**config.mk**
```make
export PLATFORM = sky130hd
export DESIGN_NAME = spi_mem_burst
export DESIGN_NICKNAME = d
export VERILOG_FILES = /design/src/rtl/spi_mem_burst.sv
export SDC_FILE = /design/constraint.sdc
export NUM_CORES = 2
export LEC_CHECK = 0
export CORE_MARGIN = 3
export CORE_UTILIZATION = 60
export DETAILED_ROUTE_END_ITERATION = 6
export GPL_TIMING_DRIVEN = 0
export PLACE_DENSITY = 0.76
export SYNTH_ARGS = -nofsm -noshare
export SYNTH_HDL_FRONTEND = slang
export SYNTH_SLANG_ARGS = --single-unit
```
**constraint.sdc**
```tcl
create_clock -name clk -period 6 [get_ports clk]
set_input_delay 1.8 -clock clk [delete_from_list [all_inputs] [get_ports clk]]
set_output_delay 1.8 -clock clk [all_outputs]
set_load 0.05 [all_outputs]
```
**src/rtl/spi_mem_burst.sv**
```systemverilog
// SPI mode-0 slave in front of a register-file memory: command frame of address + R/W,
// then burst writes or burst reads with address auto-increment and wrap.
module spi_mem_burst #(
  parameter int ADDR_WIDTH  = 7,
  parameter int DATA_WIDTH  = 8,
  parameter int SYNC_STAGES = 2
) (
  input  logic       clk,
  input  logic       reset,
  input  logic       sclk_pin,
  input  logic       cs_pin,
  input  logic       mosi_pin,
  output logic       miso_pin,
  output logic [3:0] leds
);

  localparam int MAXB = (ADDR_WIDTH + 1 > DATA_WIDTH) ? ADDR_WIDTH + 1 : DATA_WIDTH;
  localparam int CW   = $clog2(MAXB);
  localparam logic [CW-1:0] CMD_LAST  = CW'(ADDR_WIDTH);
  localparam logic [CW-1:0] DATA_LAST = CW'(DATA_WIDTH - 1);

  typedef enum logic [1:0] {IDLE, CMD, WRITE, READ} state_t;
  state_t state, next_state;

  logic [SYNC_STAGES-1:0] sclk_sync, cs_sync, mosi_sync;
  logic                   sclk_d;
  logic                   sclk_s, mosi_s, cs_high, sclk_rise, sclk_fall;

  logic [CW-1:0]         bit_cnt;
  logic [ADDR_WIDTH-1:0] cmd_sr, addr, addr_inc;
  logic [DATA_WIDTH-1:0] shift_reg, wr_word;
  logic [DATA_WIDTH-1:0] mem [0:(1 << ADDR_WIDTH) - 1];
  logic                  cmd_done, wr_commit, rd_next;

  always_ff @(posedge clk or posedge reset) begin
    if (reset) begin
      sclk_sync <= '0;
      cs_sync   <= '1;
      mosi_sync <= '0;
      sclk_d    <= 1'b0;
    end else begin
      sclk_sync <= {sclk_sync[SYNC_STAGES-2:0], sclk_pin};
      cs_sync   <= {cs_sync[SYNC_STAGES-2:0], cs_pin};
      mosi_sync <= {mosi_sync[SYNC_STAGES-2:0], mosi_pin};
      sclk_d    <= sclk_sync[SYNC_STAGES-1];
    end
  end

  assign sclk_s    = sclk_sync[SYNC_STAGES-1];
  assign mosi_s    = mosi_sync[SYNC_STAGES-1];
  assign cs_high   = cs_sync[SYNC_STAGES-1];
  assign sclk_rise = sclk_s & ~sclk_d;
  assign sclk_fall = ~sclk_s & sclk_d;
  assign addr_inc  = addr + ADDR_WIDTH'(1);
  assign wr_word   = {shift_reg[DATA_WIDTH-2:0], mosi_s};

  always_ff @(posedge clk or posedge reset) begin
    if (reset) state <= IDLE;
    else       state <= next_state;
  end

  // CS release overrides every other event, including a coincident SCLK edge.
  always_comb begin
    next_state = state;
    cmd_done   = 1'b0;
    wr_commit  = 1'b0;
    rd_next    = 1'b0;
    if (cs_high) begin
      next_state = IDLE;
    end else begin
      case (state)
        IDLE:  next_state = CMD;
        CMD: begin
          if (sclk_rise && bit_cnt == CMD_LAST) begin
            cmd_done   = 1'b1;
            next_state = mosi_s ? READ : WRITE;
          end
        end
        WRITE: wr_commit = sclk_rise && (bit_cnt == DATA_LAST);
        READ:  rd_next   = sclk_fall && (bit_cnt == DATA_LAST);
        default: next_state = IDLE;
      endcase
    end
  end

  always_ff @(posedge clk or posedge reset) begin
    if (reset) begin
      bit_cnt   <= '0;
      cmd_sr    <= '0;
      addr      <= '0;
      shift_reg <= '0;
      miso_pin  <= 1'b0;
      leds      <= 4'h0;
    end else if (cs_high || state == IDLE) begin
      bit_cnt  <= '0;
      miso_pin <= 1'b0;
    end else begin
      case (state)
        CMD: begin
          if (cmd_done) begin
            addr      <= cmd_sr;
            bit_cnt   <= '0;
            shift_reg <= mem[cmd_sr];
          end else if (sclk_rise) begin
            cmd_sr  <= {cmd_sr[ADDR_WIDTH-2:0], mosi_s};
            bit_cnt <= bit_cnt + CW'(1);
          end
        end
        WRITE: begin
          if (wr_commit) begin
            shift_reg <= wr_word;
            leds      <= wr_word[3:0];
            addr      <= addr_inc;
            bit_cnt   <= '0;
          end else if (sclk_rise) begin
            shift_reg <= wr_word;
            bit_cnt   <= bit_cnt + CW'(1);
          end
        end
        READ: begin
          // Each fall presents the current MSB; the last bit of a word also preloads the next word.
          if (sclk_fall) begin
            miso_pin <= shift_reg[DATA_WIDTH-1];
            if (rd_next) begin
              addr      <= addr_inc;
              shift_reg <= mem[addr_inc];
              bit_cnt   <= '0;
            end else begin
              shift_reg <= {shift_reg[DATA_WIDTH-2:0], 1'b0};
              bit_cnt   <= bit_cnt + CW'(1);
            end
          end
        end
        default: bit_cnt <= '0;
      endcase
    end
  end

  // Memory contents survive reset.
  always_ff @(posedge clk) begin
    if (wr_commit) mem[addr] <= wr_word;
  end

endmodule
```
Yosys cells after proc, flatten, opt, wreduce, memory -nomap -nowiden. Memory sizes are Yosys's and may differ from the RTL's. Index checks and enable logic that the tools add are counted.

Memories kept: 1. Logic and storage cells: 79. Bits of input ports: 5. Bits in writable memories: 1024. Register bits after elaboration: 39.

Memory list: mem (depth 128, bits a word 8, read ports 2, clocked after Yosys merged registers in 0, wr ports 1, RTL line 32) `logic [DATA_WIDTH-1:0] mem [0:(1 << ADDR_WIDTH) - 1];`.

Equal/unequal tests: 11. Reduce and logical (&&, ||, !) cells: 14. Add/subtract/negate cells: 2. Multiplexer cells: 34. Bitwise gates (word level): 6.

Operators by type and width (count): $mux 8 (5); $mux 7 (4); $pmux 8 s3 (1); $pmux 7 s3 (1); $mux 3 (6); $mux 1 (13); $ne 3x3->1 const B (3); $pmux 3 s3 (1); $ne 2x2->1 const B (4); $add 7x1->7 const B (1); $reduce_and 6->1 (1); $reduce_bool 3->1 (2); $reduce_and 5->1 (1); $eq 2x2->1 const B (2); $mux 2 (2); $not 1->1 (4); $pmux 2 s2 (1); $reduce_and 2->1 (2); $reduce_and 4->1 (1); $reduce_bool 2->1 (2); $add 3x1->3 const B (1); $eq 3x3->1 const B (1); $reduce_and 3->1 (1); $and 1x1->1 (2); other kinds (4) (5).

Logic depth before layout (Yosys ltp).
Word-level depth: 9. Mapped depth: 12. Mapped depth without buffers: 9.

Worst setup path before layout. OpenSTA, ideal clock, no wires.

Path type: reg-to-reg. Start: register addr[0]. End: register shift_reg[1]. Library setup time: 0.129 ns. Required time: 5.871 ns. Arrival time: 2.960 ns. Stages on the path, launching flop included: 10. Clock period less this slack: 3.088 ns. Slack: 2.912 ns. Buffers on the path: 3. Path through: dfrtp_1 > ha_1 > buf_2 > buf_2 > buf_2 > mux4_2 > mux4_2 > nand3_1 > o2111ai_1 > a2111o_1.

Word-level cells in the longest chain between the ends: 5.

Ends and longest elaborated chain: start, declared (RTL line 30) `logic [ADDR_WIDTH-1:0] cmd_sr, addr, addr_inc;`; start signal, assigned (RTL line 101) `addr <= cmd_sr;`; start signal, assigned (RTL line 113) `addr <= addr_inc;`; start signal, assigned (RTL line 125) `addr <= addr_inc;`; $add 7x1->7 (RTL line 54) `assign addr_inc = addr + ADDR_WIDTH'(1);`; $mem_v2 128x8; $mux 8 (RTL line 124) `if (rd_next) begin`; $mux 8 (RTL line 122) `if (sclk_fall) begin`; $pmux 8 s3 (RTL line 98) `case (state)`; end signal, assigned (RTL line 103) `shift_reg <= mem[cmd_sr];`; end signal, assigned (RTL line 126) `shift_reg <= mem[addr_inc];`; end signal, assigned (RTL line 129) `shift_reg <= {shift_reg[DATA_WIDTH-2:0], 1'b0};`; end, declared (RTL line 31) `logic [DATA_WIDTH-1:0] shift_reg, wr_word;`.

Every way passes these cells. The select of a mux whose other input is x is not followed. A chain may end at the register's enable or synchronous reset.

Final worst setup path.
Start: register cmd_sr[2]. End: register shift_reg[4].

Word-level cells in the longest chain between the ends: 3.

Ends and longest elaborated chain: start, declared (RTL line 30); start signal, assigned (RTL line 105) `cmd_sr <= {cmd_sr[ADDR_WIDTH-2:0], mosi_s};`; $mem_v2 128x8; $mux 8 (RTL line 100) `if (cmd_done) begin`; $pmux 8 s3 (RTL line 98); end signal, assigned (RTL line 103); end signal, assigned (RTL line 111) `shift_reg <= wr_word;`; end signal, assigned (RTL line 116) `shift_reg <= wr_word;`.

Every way passes these cells. The select of a mux whose other input is x is not followed.

==> out/qor.yml <==
status: "finished with violations"
violations: "DRC, capacitance limit, slew limit, setup timing"
min_period_ns: 6.24
largest_reg_flops: 1024
synth_area_leader_cell: "edfxtp_1"
cts_buffers: 109
grt_overflow: 0
power.leakage_uw: 0.0140
clock_latency_ns: 0.72
antenna_left: 0
synth_top_area_share_pct: 61.9
async_reset_ff_share_pct: 3.67
final_cell_count_no_fill: 3818
wirelength_mm: 207
path_common_cell: "clkbuf_1"
wl_per_cell_um: 54.2
yosys_warnings: 0
grt_pass1_wl_mm: 274
skew_ns: 0.0623
path_buf_inv: 4
io_pins: 10
rows: 104
clockBufferDepth: 3
synth_edf_count: 1024
syn-num-nets: 2520
fp.coreArea_mm2: 0.0812
path_cells: "clkbuf_1 -> clkbuf_2 -> buf_1 -> clkbuf_1 -> a211oi_1 -> nor3_1 -> o21ai_0 -> a41oi_1 -> a31o_2"
fmax_mhz: 160
grt_pass1_vias: 31100
drive_above_1_share_pct: 33.8
track_usage_pct: 48.9
first_pass_iters: 7
pwr_density_cell_mw_per_mm2: 334
dp.cells: 3596
syn_area_mm2: 0.0496
cp_slowest_cell: "buf_1"
ys_top_cells_by_area: "edfxtp_1 (62%), mux4_2 (26%), dfrtp_1 (1.9%), nor2_1 (1.3%), mux2i_1 (0.73%)"
cts_setup_buffers: 0
clock-root-buffer: "clkbuf_16"
start_kind: "register"
viasPerCell: 8.64
fin_nets: 2656
areaGrowthSynthToFinish_pct: 11.1
grt_max_degree: 105
maxCapViolations: 9
port_buffers: 9
place.gp.congestion: 1.11
top_layer: "met5"
dp_hpwl_mm: 142
pre_cts_slack_ns: -0.260
setup-violations-final: 3
drtIter0Drc: 7439
cts.sinks: 1063
hold_viol: 0
vias: 33000
finalInstanceArea_mm2: 0.0552
cts.clk_slew.worst_paths_ns: 0.07
layout_common_cells: "edfxtp_1 (1024), mux4_2 (580), nor2_1 (168)"
synth_cell_type_count: 62
crit_family: "buffers and inverters"
wl_met2_mm: 84.1
path_max_fanout: 10
worstPathArrival_ns: 6.84
rsz0062_at_grt: "false"
die_area_mm2: 0.0862
worst_pin_slew_ns: 1.62
fin_crit_sh_pct: 104
cp_data_required_time_ns: 6.60
syn_area_per_cell_um2: 19.8
start_util_pct: 61.1
cp_slowest_stage_delay_ns: 1.24
drc: 74
met1_length_mm: 62.3
grt_antenna_before_repair: 23
cts_tree: "yes"
ys_ff_latch: 1063
synth_ff_type: "edfxtp_1"
place_area_mm2: 0.0515
slew_violations: 97
path_class: "reg -> reg"
max-vdd-ir-drop_uv: 350
worstSetupEndpointType: "register"
htree_levels: 3
fin_ws_ns: -0.243
final_common_cell: "edfxtp_1"
synthCells: 2512
relSlewSlack_pct: -8.32
die_h_um: 294
dr_wl_met3_mm: 38.9
die_w_um: 294
hold_class: "reg -> reg"
ys_seq_area_share_pct: 63.9
[Yosys cell counts, types with 3 or more instances]
| library cell | count |
|---|---|
| a22oi_1 | 22 |
| dfrtp_1 | 37 |
| nor4_1 | 16 |
| nand2_1 | 95 |
| nand3b_1 | 4 |
| nor2b_1 | 21 |
| nand2b_1 | 6 |
| a2111o_1 | 3 |
| xor2_1 | 4 |
| ha_1 | 3 |
| o31ai_1 | 5 |
| o41ai_1 | 3 |
| inv_1 | 14 |
| edfxtp_1 | 1024 |
| o21ai_0 | 20 |
| buf_2 | 66 |
| mux2_2 | 31 |
| clkbuf_1 | 79 |
| o211ai_1 | 8 |
| or3_1 | 8 |
| a31oi_1 | 13 |
| a211oi_1 | 13 |
| o221ai_1 | 5 |
| and2_1 | 7 |
| buf_4 | 22 |
| a31o_2 | 3 |
| nand4_1 | 9 |
| nand3_1 | 36 |
| nor2_1 | 169 |
| buf_1 | 13 |
| o22ai_1 | 23 |
| or3b_2 | 4 |
| nor3_1 | 32 |
| mux2i_1 | 36 |
| xnor2_1 | 3 |
| a21oi_1 | 32 |
| mux4_2 | 580 |
| buf_6 | 6 |
| a41oi_1 | 3 |
| and3_1 | 3 |
[metrics by stage]
stage	util, %	power [uW]	hold slack [ns]	TNS (ns)
final	67.9	18400	0.360	-0.547
after global routing	67.9	18500	0.366	0
after CTS	67.9	18000	0.362	0
after detailed placement	63.4	11300	0.338	-0.260
after global placement	62.9	11200	0.334	-1.63
after floorplan	-	9620	0.331	0
[report_power, final]
group | internal (uW) | switching [uW]
sequential | 8080 | 30.7
combinational | 772 | 2560
clock | 3910 | 3050
total | 12800 | 5630
[final cells by class]
| class | count | area [um^2] |
|---|---|---|
| diodes | 15 | 37.5 |
| inverters | 15 | 56.3 |
| flip-flops and latches | 1063 | 31800 |
| clock inverters | 60 | 692 |
| clock buffers | 146 | 2920 |
| fillers | 5225 | 26000 |
| multi-input cells | 1248 | 17000 |
| repair buffers | 25 | 434 |
| well taps | 1060 | 1330 |
| plain buffers | 186 | 927 |
[cells by family after synthesis]
logic type	count (synthesis)	share of synthesized area (%)
DFF	1063	63.9
buffers and inverters	201	1.94
xor gates and xnor gates	8	0.156
muxes	647	27.7
AOI/OAI and AO/OA	173	2.38
adders and majority gates	3	0.0756
and+or+nand+nor	417	3.80
[path summary, 6_finish.rpt]
kind / cells past startpoint / end / slack [ns] / from
max reg2reg: 9 / shift_reg[4]$_DFFE_PP0P_ / -0.24 / cmd_sr[2]$_DFFE_PP0P_
min in group asynchronous: 2 / leds[2]$_DFFE_PP0P_ / 1.32 / reset
min reg2reg: 0 / sclk_sync[1]$_DFF_PP0_ / 0.36 / sclk_sync[0]$_DFF_PP0_
min: 0 / sclk_sync[1]$_DFF_PP0_ / 0.36 / sclk_sync[0]$_DFF_PP0_
max: 9 / shift_reg[4]$_DFFE_PP0P_ / -0.24 / cmd_sr[2]$_DFFE_PP0P_
max in group asynchronous: 3 / cs_sync[1]$_DFF_PP1_ / 4.18 / reset
[metal layers]
metal	GRT usage [%]	vias up
met5	2.22	-
met4	37.2	20
met3	26.9	1033
met2	65.6	4054
met1	59.0	16800
li1	-	11100
[repair_timing]
item                                    CTS  global route
gates resized for setup                   1             1
hold buffers                              0             0
endpoints found under the setup margin    1             1
Note: power is estimated with default switching activity, not from simulation.
